### config.mk
export PLATFORM = sky130hd
export DESIGN_NAME = alu_share_arbiter
export DESIGN_NICKNAME = d
export VERILOG_FILES = /design/src/rtl/alu_share_pkg.sv /design/src/rtl/alu_share_arbiter_rr_arbiter.sv /design/src/rtl/thirty_two_bit_alu.sv /design/src/rtl/alu_share_arbiter.sv
export SDC_FILE = /design/constraint.sdc
export NUM_CORES = 1
export LEC_CHECK = 0
export BUFFER_PORTS_ARGS = -buffer_cell sky130_fd_sc_hd__buf_2
export CORE_MARGIN = 2
export CORE_UTILIZATION = 43
export CTS_BUF_LIST = sky130_fd_sc_hd__clkbuf_4
export CTS_CLUSTER_SIZE = 28
export DETAILED_ROUTE_END_ITERATION = 12
export PLACE_DENSITY = 0.69
export SYNTH_ARGS = -nofsm -noshare
export SYNTH_HDL_FRONTEND = slang
export SYNTH_SLANG_ARGS = --single-unit
### constraint.sdc
create_clock -name clk -period 4 [get_ports clk]
set_input_delay 1.2 -clock clk [delete_from_list [all_inputs] [get_ports clk]]
set_output_delay 1.2 -clock clk [all_outputs]
set_load 0.01 [all_outputs]
### src/rtl/alu_share_pkg.sv
`default_nettype none
// ============================================================================
// Module      : alu_share_pkg
// Description : Opcodes, FSM encoding and opcode legality check shared by the
//               ALU-sharing arbiter and its sub-blocks.
// Revision    : 1.0 - initial release
// ============================================================================
package alu_share_pkg;

  localparam logic [2:0] OP_AND = 3'b000;
  localparam logic [2:0] OP_OR  = 3'b001;
  localparam logic [2:0] OP_ADD = 3'b010;
  localparam logic [2:0] OP_SUB = 3'b110;
  localparam logic [2:0] OP_SLT = 3'b111;

  typedef enum logic [1:0] {
    S_IDLE = 2'd0,
    S_EXEC = 2'd1,
    S_RESP = 2'd2
  } state_t;

  function automatic logic op_is_legal(input logic [2:0] op);
    return (op == OP_AND) || (op == OP_OR) || (op == OP_ADD) ||
           (op == OP_SUB) || (op == OP_SLT);
  endfunction

endpackage
`default_nettype wire

### src/rtl/alu_share_arbiter_rr_arbiter.sv
`default_nettype none
// ============================================================================
// Module      : rr_arbiter
// Description : Combinational round-robin picker; scans from last_grant+1
//               with wrap-around and returns a one-hot grant plus its index.
// Revision    : 1.0 - initial release
// ============================================================================
module rr_arbiter #(
  parameter int NREQ = 2
) (
  input  logic [NREQ-1:0]         req,
  input  logic [$clog2(NREQ)-1:0] last_grant,
  output logic [NREQ-1:0]         grant,
  output logic [$clog2(NREQ)-1:0] grant_idx
);

  localparam int IDX_W = $clog2(NREQ);

  always_comb begin
    int  w_idx;
    logic w_found;
    grant     = '0;
    grant_idx = '0;
    w_found   = 1'b0;
    w_idx     = 0;
    for (int k = 1; k <= NREQ; k++) begin
      w_idx = int'(last_grant) + k;
      if (w_idx >= NREQ) w_idx = w_idx - NREQ;
      if (!w_found && req[w_idx]) begin
        w_found      = 1'b1;
        grant[w_idx] = 1'b1;
        grant_idx    = IDX_W'(w_idx);
      end
    end
  end

endmodule
`default_nettype wire

### src/rtl/thirty_two_bit_alu.sv
`default_nettype none
// ============================================================================
// Module      : thirty_two_bit_alu
// Description : 32-bit AND/OR/ADD/SLT ALU; cin also inverts operand B, so
//               cin=1 with f=10 is subtract. Flags are zero for logic ops.
// Revision    : 1.0 - initial release
// ============================================================================
module thirty_two_bit_alu (
  input  logic [31:0] a,
  input  logic [31:0] b,
  input  logic [1:0]  f,
  input  logic        cin,
  input  logic        less,
  output logic [31:0] r,
  output logic        cout,
  output logic        v
);

  logic [31:0] w_bb;
  logic [32:0] w_sum;
  logic        w_ovf;
  logic        w_set;

  assign w_bb  = cin ? ~b : b;
  assign w_sum = {1'b0, a} + {1'b0, w_bb} + {32'd0, cin};
  assign w_ovf = (a[31] == w_bb[31]) && (w_sum[31] != a[31]);
  // Sign of the true difference, corrected for overflow; less is the
  // cascade input for building wider comparators from this slice.
  assign w_set = w_sum[31] ^ w_ovf;

  assign cout = f[1] & w_sum[32];
  assign v    = f[1] & w_ovf;

  always_comb begin
    r = '0;
    case (f)
      2'b00:   r = a & w_bb;
      2'b01:   r = a | w_bb;
      2'b10:   r = w_sum[31:0];
      default: r = {31'd0, w_set | less};
    endcase
  end

endmodule
`default_nettype wire

### src/rtl/alu_share_arbiter.sv
`default_nettype none
// ============================================================================
// Module      : alu_share_arbiter
// Description : Round-robin sharing of one 32-bit ALU among NREQ clients with
//               valid/ready request and response handshakes.
//               Optional per-requester grant counters: ALU_STATS_EN.
// Revision    : 1.0 - initial release
// ============================================================================
module alu_share_arbiter
  import alu_share_pkg::*;
#(
  parameter int NREQ = 2
`ifdef ALU_STATS_EN
  ,
  parameter int STATS_W = 16
`endif
) (
  input  logic                 clk,
  input  logic                 rst,
  input  logic [NREQ-1:0]      req_valid,
  output logic [NREQ-1:0]      req_ready,
  input  logic [3*NREQ-1:0]    req_op,
  input  logic [32*NREQ-1:0]   req_a,
  input  logic [32*NREQ-1:0]   req_b,
  output logic [NREQ-1:0]      rsp_valid,
  input  logic [NREQ-1:0]      rsp_ready,
  output logic [31:0]          rsp_r,
  output logic                 rsp_cout,
  output logic                 rsp_v,
  output logic                 rsp_err
`ifdef ALU_STATS_EN
  ,
  output logic [STATS_W*NREQ-1:0] grant_cnt
`endif
);

  localparam int IDX_W = $clog2(NREQ);

  state_t            r_state;
  state_t            w_next;
  logic [IDX_W-1:0]  r_last;
  logic [IDX_W-1:0]  r_gidx;
  logic [IDX_W-1:0]  w_gidx;
  logic [NREQ-1:0]   w_grant;
  logic [2:0]        r_op;
  logic [31:0]       r_a;
  logic [31:0]       r_b;
  logic [31:0]       w_alu_r;
  logic              w_alu_cout;
  logic              w_alu_v;
  logic              w_accept;
  logic              w_rsp_done;

  rr_arbiter #(.NREQ(NREQ)) u_arb (
    .req        (req_valid),
    .last_grant (r_last),
    .grant      (w_grant),
    .grant_idx  (w_gidx)
  );

  // Operands come only from the latched copies, so clients may change their
  // ports freely once accepted.
  thirty_two_bit_alu u_alu (
    .a    (r_a),
    .b    (r_b),
    .f    (r_op[1:0]),
    .cin  (r_op[2]),
    .less (1'b0),
    .r    (w_alu_r),
    .cout (w_alu_cout),
    .v    (w_alu_v)
  );

  assign w_accept   = (r_state == S_IDLE) && (|req_valid);
  assign w_rsp_done = (r_state == S_RESP) && rsp_ready[r_gidx];

  always_comb begin
    w_next    = r_state;
    req_ready = '0;
    rsp_valid = '0;
    case (r_state)
      S_IDLE: begin
        req_ready = w_grant;
        if (|req_valid) w_next = S_EXEC;
      end
      S_EXEC: w_next = S_RESP;
      S_RESP: begin
        rsp_valid[r_gidx] = 1'b1;
        if (rsp_ready[r_gidx]) w_next = S_IDLE;
      end
      default: w_next = S_IDLE;
    endcase
  end

  always_ff @(posedge clk) begin
    if (rst) begin
      r_state  <= S_IDLE;
      r_last   <= IDX_W'(NREQ - 1);
      r_gidx   <= '0;
      r_op     <= '0;
      r_a      <= '0;
      r_b      <= '0;
      rsp_r    <= '0;
      rsp_cout <= 1'b0;
      rsp_v    <= 1'b0;
      rsp_err  <= 1'b0;
    end else begin
      r_state <= w_next;
      if (w_accept) begin
        r_gidx <= w_gidx;
        r_op   <= req_op[3*w_gidx +: 3];
        r_a    <= req_a[32*w_gidx +: 32];
        r_b    <= req_b[32*w_gidx +: 32];
      end
      if (r_state == S_EXEC) begin
        if (op_is_legal(r_op)) begin
          rsp_r    <= w_alu_r;
          rsp_cout <= w_alu_cout;
          rsp_v    <= w_alu_v;
          rsp_err  <= 1'b0;
        end else begin
          rsp_r    <= '0;
          rsp_cout <= 1'b0;
          rsp_v    <= 1'b0;
          rsp_err  <= 1'b1;
        end
      end
      if (w_rsp_done) r_last <= r_gidx;
    end
  end

`ifdef ALU_STATS_EN
  generate
    for (genvar i = 0; i < NREQ; i++) begin : g_stats
      logic [STATS_W-1:0] r_cnt;
      always_ff @(posedge clk) begin
        if (rst)
          r_cnt <= '0;
        else if (w_accept && w_grant[i] && !(&r_cnt))
          r_cnt <= r_cnt + STATS_W'(1);
      end
      assign grant_cnt[STATS_W*i +: STATS_W] = r_cnt;
    end
  endgenerate
`endif

endmodule
`default_nettype wire

==> run summary, run 1 <==
Die width: 137 µm
Die extent in y: 137 µm
Share of layout cells above drive strength 1: 20.1%
Antenna violations before repair: 1
Total Power: 3.57 mW
Gpl congestion: 0.966
Post-route DRC violation count: 0
Post-synth ARST share: 0%
Top post-synthesis cells by count: nor2_1 (110), dfxtp_1 (106), mux2i_1 (85)
Most frequent cell after synthesis: nor2_1
Hold buffers post-CTS: 0
Vias: 6974
Htree depth: 3
Status: completed
Final Skew: 0.0237 ns
Initial Utilization: 43.8%
Reg clk slew, reported paths: 0.17 ns
CTS root buffer: clkbuf_4
Slowest CP cell: dfxtp_2
Synth Warn #: 0
Syn Nets: 1137
Hold WC Path Type: flop to flop
Unrepaired setup endpoints after global routing: no
Sequential element share of the synthesized area: 28.0%
Period minus WS final: 3.53 ns
Main synth FF type: dfxtp_1
CTS sink count: 106
Final WL: 20.9 mm
Place WS: 0.508 ns
CTS tree: done
Top cell type's share of synthesized area: 28.0%
Global-route wire length before repair: 32.8 mm
Critical path class: flop to flop
Worst-path cell chain: buf_4, xor2_1, inv_1, ha_1, a21o_1, a31o_2, a211oi_1, a21oi_1, a311oi_2, a31oi_1, and4b_1, or3_1
Worst skew pair latency: 0.51 ns
# rows: 48
Mapped Area: 0.00758 mm²
Hold_ws: 0.490 ns
Crit end category: flop
Period utilization: 88.3%
Yosys reg bits: 106
Critical Path Fanout Max: 17
Dpl hpwl: 16.5 mm
Postcts setup bufs: 0
CTS resizes: 0
Largest net degree at the start of global routing: 102
1st-iter DRT viols: 472
IO Pins: 179
Post-Syn Instances: 932
Setup TNS Final: 0 ns
Final #Nets: 1280
CP delay by family, top: compound AO/OA/AOI/OAI gates
Number of enable flip-flop cells after synthesis: 0
Core footprint: 0.0173 mm²
Yosys cell types: 59
Ranking of synthesized cells by area: dfxtp_1 (28%), mux2i_1 (11%), ha_1 (11%)
Slew Limit Fails: 0
Slew HR: 22.1%
Area grow syn2layout: 16.6%
Critical Path AT: 3.95 ns
Routed Antenna Nets: 0
Max IR drop VDD: 0.171 mV
Startpoint types: flop
Post-DR vias/cell: 5.33
DR pass1 iterations: 9
Max Cap Viol: 0
Final core occ: 51.1%
Setup ws final: 0.470 ns
Clock buffer depth: 2
CTS buffer count: 9
Power Density: 404 mW/mm²
P_leak: 4.13 nW
Final setup viols: 0
Worst-Margin Slew: 1.16 ns
Slowest cell delay on critical path: 0.64 ns
Fmax: 0.283 GHz
Vias in the first global route: 6263
Gr ovfl total: 0
GRT Total Usage: 22.4%
WP data required: 4.42 ns
IO buf count: 178
Wire per inst: 16.0 µm
Cell taking the most area after synthesis: dfxtp_1
Die ar.: 0.0187 mm²
Layout fillers: 1677
Avg Cell Area, Syn: 8.13 µm²
Bufs and invs on worst path: 2
Final Hold Viols: 0
==> per-layer routing <==
metal | vias to the layer above | track usage (%) | part of all wire [%]
met1 | 3106 | 34.9 | 53
met4 | 0 | 5.78 | 1.7
met3 | 27 | 3.41 | 5.5
met5 | - | 0 | 0
li1 | 3617 | - | -
met2 | 224 | 31.7 | 40
==> flip-flops by register name, indices dropped and copies added (netlist names) <==
signal    cells
rsp_err       1
rsp_v         1
r_gidx        1
r_b          32
rsp_r        32
r_op          3
r_state       2
rsp_cout      1
r_last        1
r_a          32
==> cell type report <==
class	count	area, µm²	share of cell area [%]
well taps	225	282	3.18
clock buffers	9	67.6	0.764
flip-flops and latches	106	2120	24.0
multi-input cells	685	4940	55.9
clock inverters	7	91.3	1.03
diodes	3	7.51	0.0849
inverters	81	304	3.44
repair buffers	192	1020	11.5
==> cell usage in the layout (no fill, tap or decap), drive strengths merged, types with 4 or more instances in the layout <==
| master | instances |
|---|---|
| a21oi | 55 |
| o21ai | 36 |
| clkbuf | 9 |
| buf | 192 |
| nand4 | 11 |
| a31oi | 5 |
| xor2 | 43 |
| mux2i | 85 |
| o221ai | 4 |
| nand2 | 45 |
| o21bai | 5 |
| a22oi | 16 |
| dfxtp | 106 |
| nor3 | 15 |
| nor4 | 7 |
| nand2b | 8 |
| and2 | 6 |
| inv | 82 |
| a211oi | 73 |
| ha | 64 |
| a21o | 12 |
| o22ai | 13 |
| nor2 | 111 |
| nor2b | 6 |
| xnor2 | 14 |
==> logic make-up after synthesis <==
| group | Yosys count | share of synthesized area [%] |
|---|---|---|
| multiplexers | 87 | 11.5 |
| adder cells (fa/ha/maj) | 65 | 10.8 |
| XOR/XNOR | 57 | 6.59 |
| AND/OR/NAND/NOR | 223 | 13.3 |
| buffers and inverters | 141 | 7.05 |
| AO/OA/AOI/OAI | 253 | 22.8 |
| flip-flops | 106 | 28.0 |
==> path summary, 6_finish.rpt <==
| check | start | to | slack [ns] | cells after the start |
|---|---|---|---|---|
| setup / recovery | r_op[2]$_SDFFE_PP0P_ | rsp_r[30]$_SDFFE_PP0N_ | 0.47 | 12 |
| hold / removal | rsp_v$_SDFFE_PP0N_ | rsp_v$_SDFFE_PP0N_ | 0.49 | 2 |
| setup reg to reg | r_op[2]$_SDFFE_PP0P_ | rsp_r[30]$_SDFFE_PP0N_ | 0.47 | 12 |
| hold reg to reg | rsp_v$_SDFFE_PP0N_ | rsp_v$_SDFFE_PP0N_ | 0.49 | 2 |
==> worst min-delay path, cell delays in order (launching register included) <==
cell,delay (ns)
dfxtp_1,0.36
nand2_1,0.07
o41ai_2,0.05
==> through the flow <==
step           instances  area, µm²
3_3_place_gp        1289       8670
6_report            1308       8840
2_1_floorplan        932       7580
4_1_cts             1305       8830
5_1_grt             1306       8830
3_5_place_dp        1289       8670
==> power breakdown <==
| part | total [mW] | switching (mW) | internal, mW |
|---|---|---|---|
| Combinational | 1.67 | 0.987 | 0.682 |
| Clock | 0.621 | 0.370 | 0.251 |
| Sequential | 1.28 | 0.109 | 1.17 |
| Total | 3.57 | 1.47 | 2.11 |
Note: power is estimated with default switching activity, not from simulation.
==> run 2, diff against run 1 <==
Settings changed: CAP_MARGIN from default to 10, CELL_PAD_IN_SITES_DETAIL_PLACEMENT from default to 1, CELL_PAD_IN_SITES_GLOBAL_PLACEMENT from default to 1, CORE_UTILIZATION 43 to 41, CTS_CLUSTER_DIAMETER from default to 120, PLACE_DENSITY 0.69 to 0.86.
==> run 2 against run 1 <==
- non-clock buffer count unchanged
- global-route usage up 1.4 points
- sequential power about the same
- die area up 4.7%
- wire length up 14%
- critical endpoint is now rsp_r[0]$_SDFFE_PP0N_
- sequential share of layout area up 0.10 points
==> run summary, run 2 (synthesized netlist as in run 1, its figures left out) <==
Initial Utilization: 42.1% (-1.8 points)
Die ar.: 0.0196 mm² (+4.7%)
P_leak: 4.11 nW (-0.36%)
Setup TNS Final: 0 ns (unchanged)
Reg clk slew, reported paths: 0.17 ns (about the same)
Worst-Margin Slew: 0.915 ns (-0.250 ns)
Dpl hpwl: 19.0 mm (+15%)
Routed Antenna Nets: 0 (unchanged)
GRT Total Usage: 23.8% (+1.4 points)
Area grow syn2layout: 16.1%
Power Density: 398 mW/mm² (-1.5%)
Final setup viols: 0 (unchanged)
Most frequent cells in the layout: buf_2 (177), nor2_1 (110), dfxtp_1 (105)
Status: completed
WHS Path Cells: 2 (unchanged)
Slew HR: 39.0% (+17 points)
Wire per inst: 18.1 µm (+13%)
Vias in the first global route: 7424 (+19%)
Hold buffers post-CTS: 0 (unchanged)
Largest regs: r_a x32, r_b x32, rsp_r x32
DR pass1 iterations: 7 (-2)
Layout fillers: 2280 (+36%)
Postcts setup bufs: 0 (unchanged)
CTS sink count: 106 (unchanged)
Startpoint types: flop
Die width: 140 µm (+2.3%)
Post-DR vias/cell: 5.57 (+4.4%)
RR Startpoint: r_op[2]$_SDFFE_PP0P_
Share of layout cells above drive strength 1: 20.3% (+0.19 points)
Worst Hold Launch: rsp_v$_SDFFE_PP0N_
Critical path class: flop to flop
Leading cell type in the layout, fill and taps excluded: buf_2
Final core occ: 48.8% (-2.3 points)
Fmax: 0.295 GHz (+4.2%)
Global-route wire length before repair: 37.8 mm (+15%)
Critical Path Source: r_op[2]$_SDFFE_PP0P_
Worst reg-to-reg path cell count: 11 (-1)
Total Power: 3.51 mW (-1.9%)
Antenna violations before repair: 1 (unchanged)
Slew Limit Fails: 0 (unchanged)
CTS tree: done
Crit end category: flop
Hold_ws: 0.486 ns (-0.00403 ns)
IO Pins: 179 (unchanged)
Core footprint: 0.0180 mm² (+4.2%)
Final WL: 23.8 mm (+14%)
Minimum setup slack among reg-to-reg paths: 0.61 ns (+0.14 ns)
CTS root buffer: clkbuf_4
Clock buffer depth: 2 (unchanged)
Worst skew pair latency: 0.51 ns (about the same)
WP data required: 4.42 ns (about the same)
IO buf count: 178 (unchanged)
1st-iter DRT viols: 436 (-7.6%)
CTS buffer count: 9 (unchanged)
Htree depth: 3 (unchanged)
Final #Nets: 1280 (unchanged)
Unrepaired setup endpoints after global routing: no
Gpl congestion: 0.924 (-4.3%)
Die extent in y: 140 µm (+2.3%)
Largest net degree at the start of global routing: 75 (-26%)
Vias: 7295 (+4.6%)
Max Cap Viol: 0 (unchanged)
Critical Path Fanout Max: 15 (-2)
Gr ovfl total: 0 (unchanged)
Max IR drop VDD: 0.160 mV (-6.7%)
Final Hold Viols: 0 (unchanged)
Hold WC Path Type: flop to flop
# rows: 49 (+2.1%)
Period utilization: 84.7% (-3.5 points)
Critical Path AT: 3.81 ns (-0.14 ns)
CTS resizes: 0 (unchanged)
Post-route DRC violation count: 0 (unchanged)
Final Skew: 0.0159 ns (-0.00781 ns)
Period minus WS final: 3.39 ns (-0.142 ns)
==> run 2: cell count changes in the layout (fill, tap and decap cells not counted) <==
cell / change
clkinv_4: +1
diode_2: -2
buf_4: +1
inv_6: +1
buf_2: -1
clkinv_2: +2
bufinv_16: -2
clkinv_1: -2
==> run 2: cell type report <==
class | instances | area, µm² | area share (%)
Sequential cell | 106 | 2120 | 24.1
Antenna cell | 1 | 2.50 | 0.0284
Timing Repair Buffer | 192 | 1020 | 11.6
Clock inverter | 7 | 51.3 | 0.583
Clock buffer | 9 | 67.6 | 0.768
Inverter | 81 | 304 | 3.45
Tap cell | 229 | 287 | 3.26
Multi-Input combinational cell | 685 | 4940 | 56.2
==> run 2: critical path: stages, from the launching register on <==
cell and delay, ns:
dfxtp_2 0.43, buf_12 0.18, xor2_1 0.23, inv_1 0.08, ha_1 0.41, nand4_1 0.20, or4_1 0.57, o311ai_2 0.33
nor2_2 0.14, o311ai_4 0.36, nand4_1 0.14, a22o_1 0.23
==> run 2: final timing paths <==
kind	endpoint
max	rsp_r[0]$_SDFFE_PP0N_
min reg2reg	rsp_v$_SDFFE_PP0N_
min	rsp_v$_SDFFE_PP0N_
max reg2reg	rsp_r[0]$_SDFFE_PP0N_
==> run 2: per-layer routing <==
metal	part of all wire (%)	GRT usage, %
met1	47	31.4
met2	47	40.6
met3	4.3	2.91
met4	2.2	7.47
met5	0	0
==> run 2: metrics by stage <==
stage	setup WS, ns	std cells	cell area [µm²]
finish	0.612	1310	8800
global route	0.401	1310	8800
CTS	0.596	1309	8800
detailed placement	0.631	1293	8680
global placement	0.772	1293	8680
floorplan	0.430	932	7580
==> run 2: power breakdown <==
part           internal [mW]  switching (mW)  leakage, nW
clock                  0.131           0.398       0.0627
combinational          0.678            1.01         3.18
sequential              1.17           0.115        0.874
total                   1.98            1.52         4.11
==> run 3, diff against run 2 <==
Settings changed: CORE_UTILIZATION 41 to 37, PLACE_DENSITY 0.86 to 0.82.
Clock period 4 ns to 2.9 ns, I/O delays scaled along.
==> run 3 against run 2 <==
- the run now ends with setup timing left
- first-iteration DRC count rose by 16%
- non-clock buffer count rose by 114
- cell area rose by 19%
- die area rose by 10%
- worst setup slack got worse by 0.85 ns
- maximum frequency rose by 8.0%
- register-to-register slack got worse by 0.85 ns
- via count rose by 12%
- clock power rose by 44%
- largest cell class unchanged
- largest power group unchanged
==> run summary, run 3 (synthesized netlist as in run 1, its figures left out) <==
Htree depth: 3 (unchanged)
Post-DR vias/cell: 5.59 (+0.39%)
Max IR drop VDD: 0.235 mV (+47%)
Gpl congestion: 0.927 (+0.28%)
Die width: 147 µm (+5.1%)
WP data required: 3.32 ns (-1.10 ns)
Largest net degree at the start of global routing: 68 (-9.3%)
Vias: 8190 (+12%)
Routed Antenna Nets: 0 (unchanged)
Status: finished, violations left
Hold WC Path Type: flop to flop
Gr ovfl total: 0 (unchanged)
Max Cap Viol: 0 (unchanged)
Post-DP Area: 0.00950 mm² (+9.4%)
Wire per inst: 20.9 µm (+15%)
Period minus WS final: 3.14 ns (-0.250 ns)
Finished Cell Area: 0.0104 mm² (+19%)
Fmax: 0.319 GHz (+8.0%)
Reg clk slew, reported paths: 0.17 ns (about the same)
Final #Nets: 1394 (+8.9%)
Largest regs: r_a x32, r_b x32, rsp_r x32
DR pass1 iterations: 5 (-2)
Setup ws final: -0.238 ns (-0.850 ns)
Total Power: 5.97 mW (+70%)
Most frequent cells in the layout: buf_2 (177), buf_4 (118), nor2_1 (108)
Post-route DRC violation count: 0 (unchanged)
Leading cell type in the layout, fill and taps excluded: buf_2
1st-iter DRT viols: 505 (+16%)
Hold buffers post-CTS: 0 (unchanged)
Core footprint: 0.0202 mm² (+12%)
Critical Path Fanout Max: 8 (-7)
Unrepaired setup endpoints after global routing: yes
Dpl hpwl: 21.4 mm (+13%)
Global-route wire length before repair: 43.9 mm (+16%)
Final core occ: 51.8% (+2.9 points)
Failing checks: setup timing
Antenna violations before repair: 1 (unchanged)
Critical path class: flop to flop
Worst skew pair latency: 0.53 ns (+0.02 ns)
Final Hold Viols: 0 (unchanged)
Initial Utilization: 37.6% (-4.5 points)
Final WL: 30.6 mm (+29%)
CTS sink count: 106 (unchanged)
Startpoint types: flop
Final setup viols: 20 (+20)
Crit end category: flop
Period utilization: 108% (+24 points)
GRT Total Usage: 25.6% (+1.8 points)
Die extent in y: 147 µm (+5.1%)
P_leak: 4.80 nW (+17%)
Area grow syn2layout: 37.8%
Share of layout cells above drive strength 1: 34.8% (+14 points)
CTS tree: done
Place WS: -0.388 ns (-1.02 ns)
IO buf count: 178 (unchanged)
Vias in the first global route: 8235 (+11%)
CTS buffer count: 9 (unchanged)
IO Pins: 179 (unchanged)
# rows: 52 (+6.1%)
Layout fillers: 2456 (+7.7%)
Final Skew: 0.0184 ns (+0.00248 ns)
Worst-Margin Slew: 0.668 ns (-0.246 ns)
Slew HR: 55.3% (+16 points)
CTS root buffer: clkbuf_4
Power Density: 572 mW/mm² (+44%)
Critical Path AT: 3.56 ns (-0.25 ns)
Clock buffer depth: 2 (unchanged)
Hold_ws: 0.504 ns (+0.0181 ns)
Slew Limit Fails: 0 (unchanged)
Die ar.: 0.0217 mm² (+10%)
==> run 3: worst max-delay path, stage by stage (launching register included) <==
cell and delay [ns]:
dfxtp_4 0.43, buf_12 0.17, xor2_4 0.23, ha_4 0.25, a211oi_2 0.25, o211ai_1 0.20, a211oi_2 0.27, a21oi_2 0.12
a311oi_2 0.39, a31oi_2 0.16, and4b_1 0.21, or3_1 0.33
==> run 3: per-stage QoR <==
| stage | cells | TNS (ns) |
|---|---|---|
| 2_1_floorplan | 932 | -0.250 |
| 3_5_place_dp | 1428 | -3.36 |
| 3_3_place_gp | 1428 | -1.14 |
| 6_report | 1465 | -2.20 |
| 5_1_grt | 1465 | -4.68 |
| 4_1_cts | 1458 | -0.663 |
==> run 3: cell type report <==
class	instances	area, µm²	share of cell area (%)
Antenna cell	1	2.50	0.0240
Clock buffer	9	67.6	0.647
Clock inverter	7	51.3	0.491
Inverter	81	304	2.91
Multi-Input combinational cell	685	5610	53.7
Sequential cell	106	2130	20.4
Tap cell	270	338	3.23
Timing Repair Buffer	306	1950	18.7
==> run 3: path summary, 6_finish.rpt <==
path	start	endpoint	slack (ns)	cells past startpoint
worst max-delay path	r_op[2]$_SDFFE_PP0P_	rsp_r[30]$_SDFFE_PP0N_	-0.24	11
worst min-delay path	rsp_r[11]$_SDFFE_PP0N_	rsp_r[11]$_SDFFE_PP0N_	0.50	1
worst max register to register	r_op[2]$_SDFFE_PP0P_	rsp_r[30]$_SDFFE_PP0N_	-0.24	11
worst min register to register	rsp_r[11]$_SDFFE_PP0N_	rsp_r[11]$_SDFFE_PP0N_	0.50	1
==> run 3: repair_timing <==
item,4_1_cts,5_1_grt
setup buffers,13,7
setup endpoints to repair,18,26
gates resized for setup,55,55
pin swaps,13,28
gates cloned,1,0
==> run 3: per-layer routing <==
metal / global-route usage, % / up-vias / routed length [µm]
li1: - / 3802 / -
met1: 33.2 / 3962 / 13100
met2: 42.2 / 318 / 14600
met3: 3.20 / 108 / 1470
met4: 12.1 / 0 / 1420
met5: 0 / - / 0
==> run 3: power breakdown <==
group          switching [mW]  internal [mW]  leakage (nW)
Combinational            1.85           1.56          3.86
Clock                   0.578          0.183        0.0647
Sequential              0.183           1.62         0.874
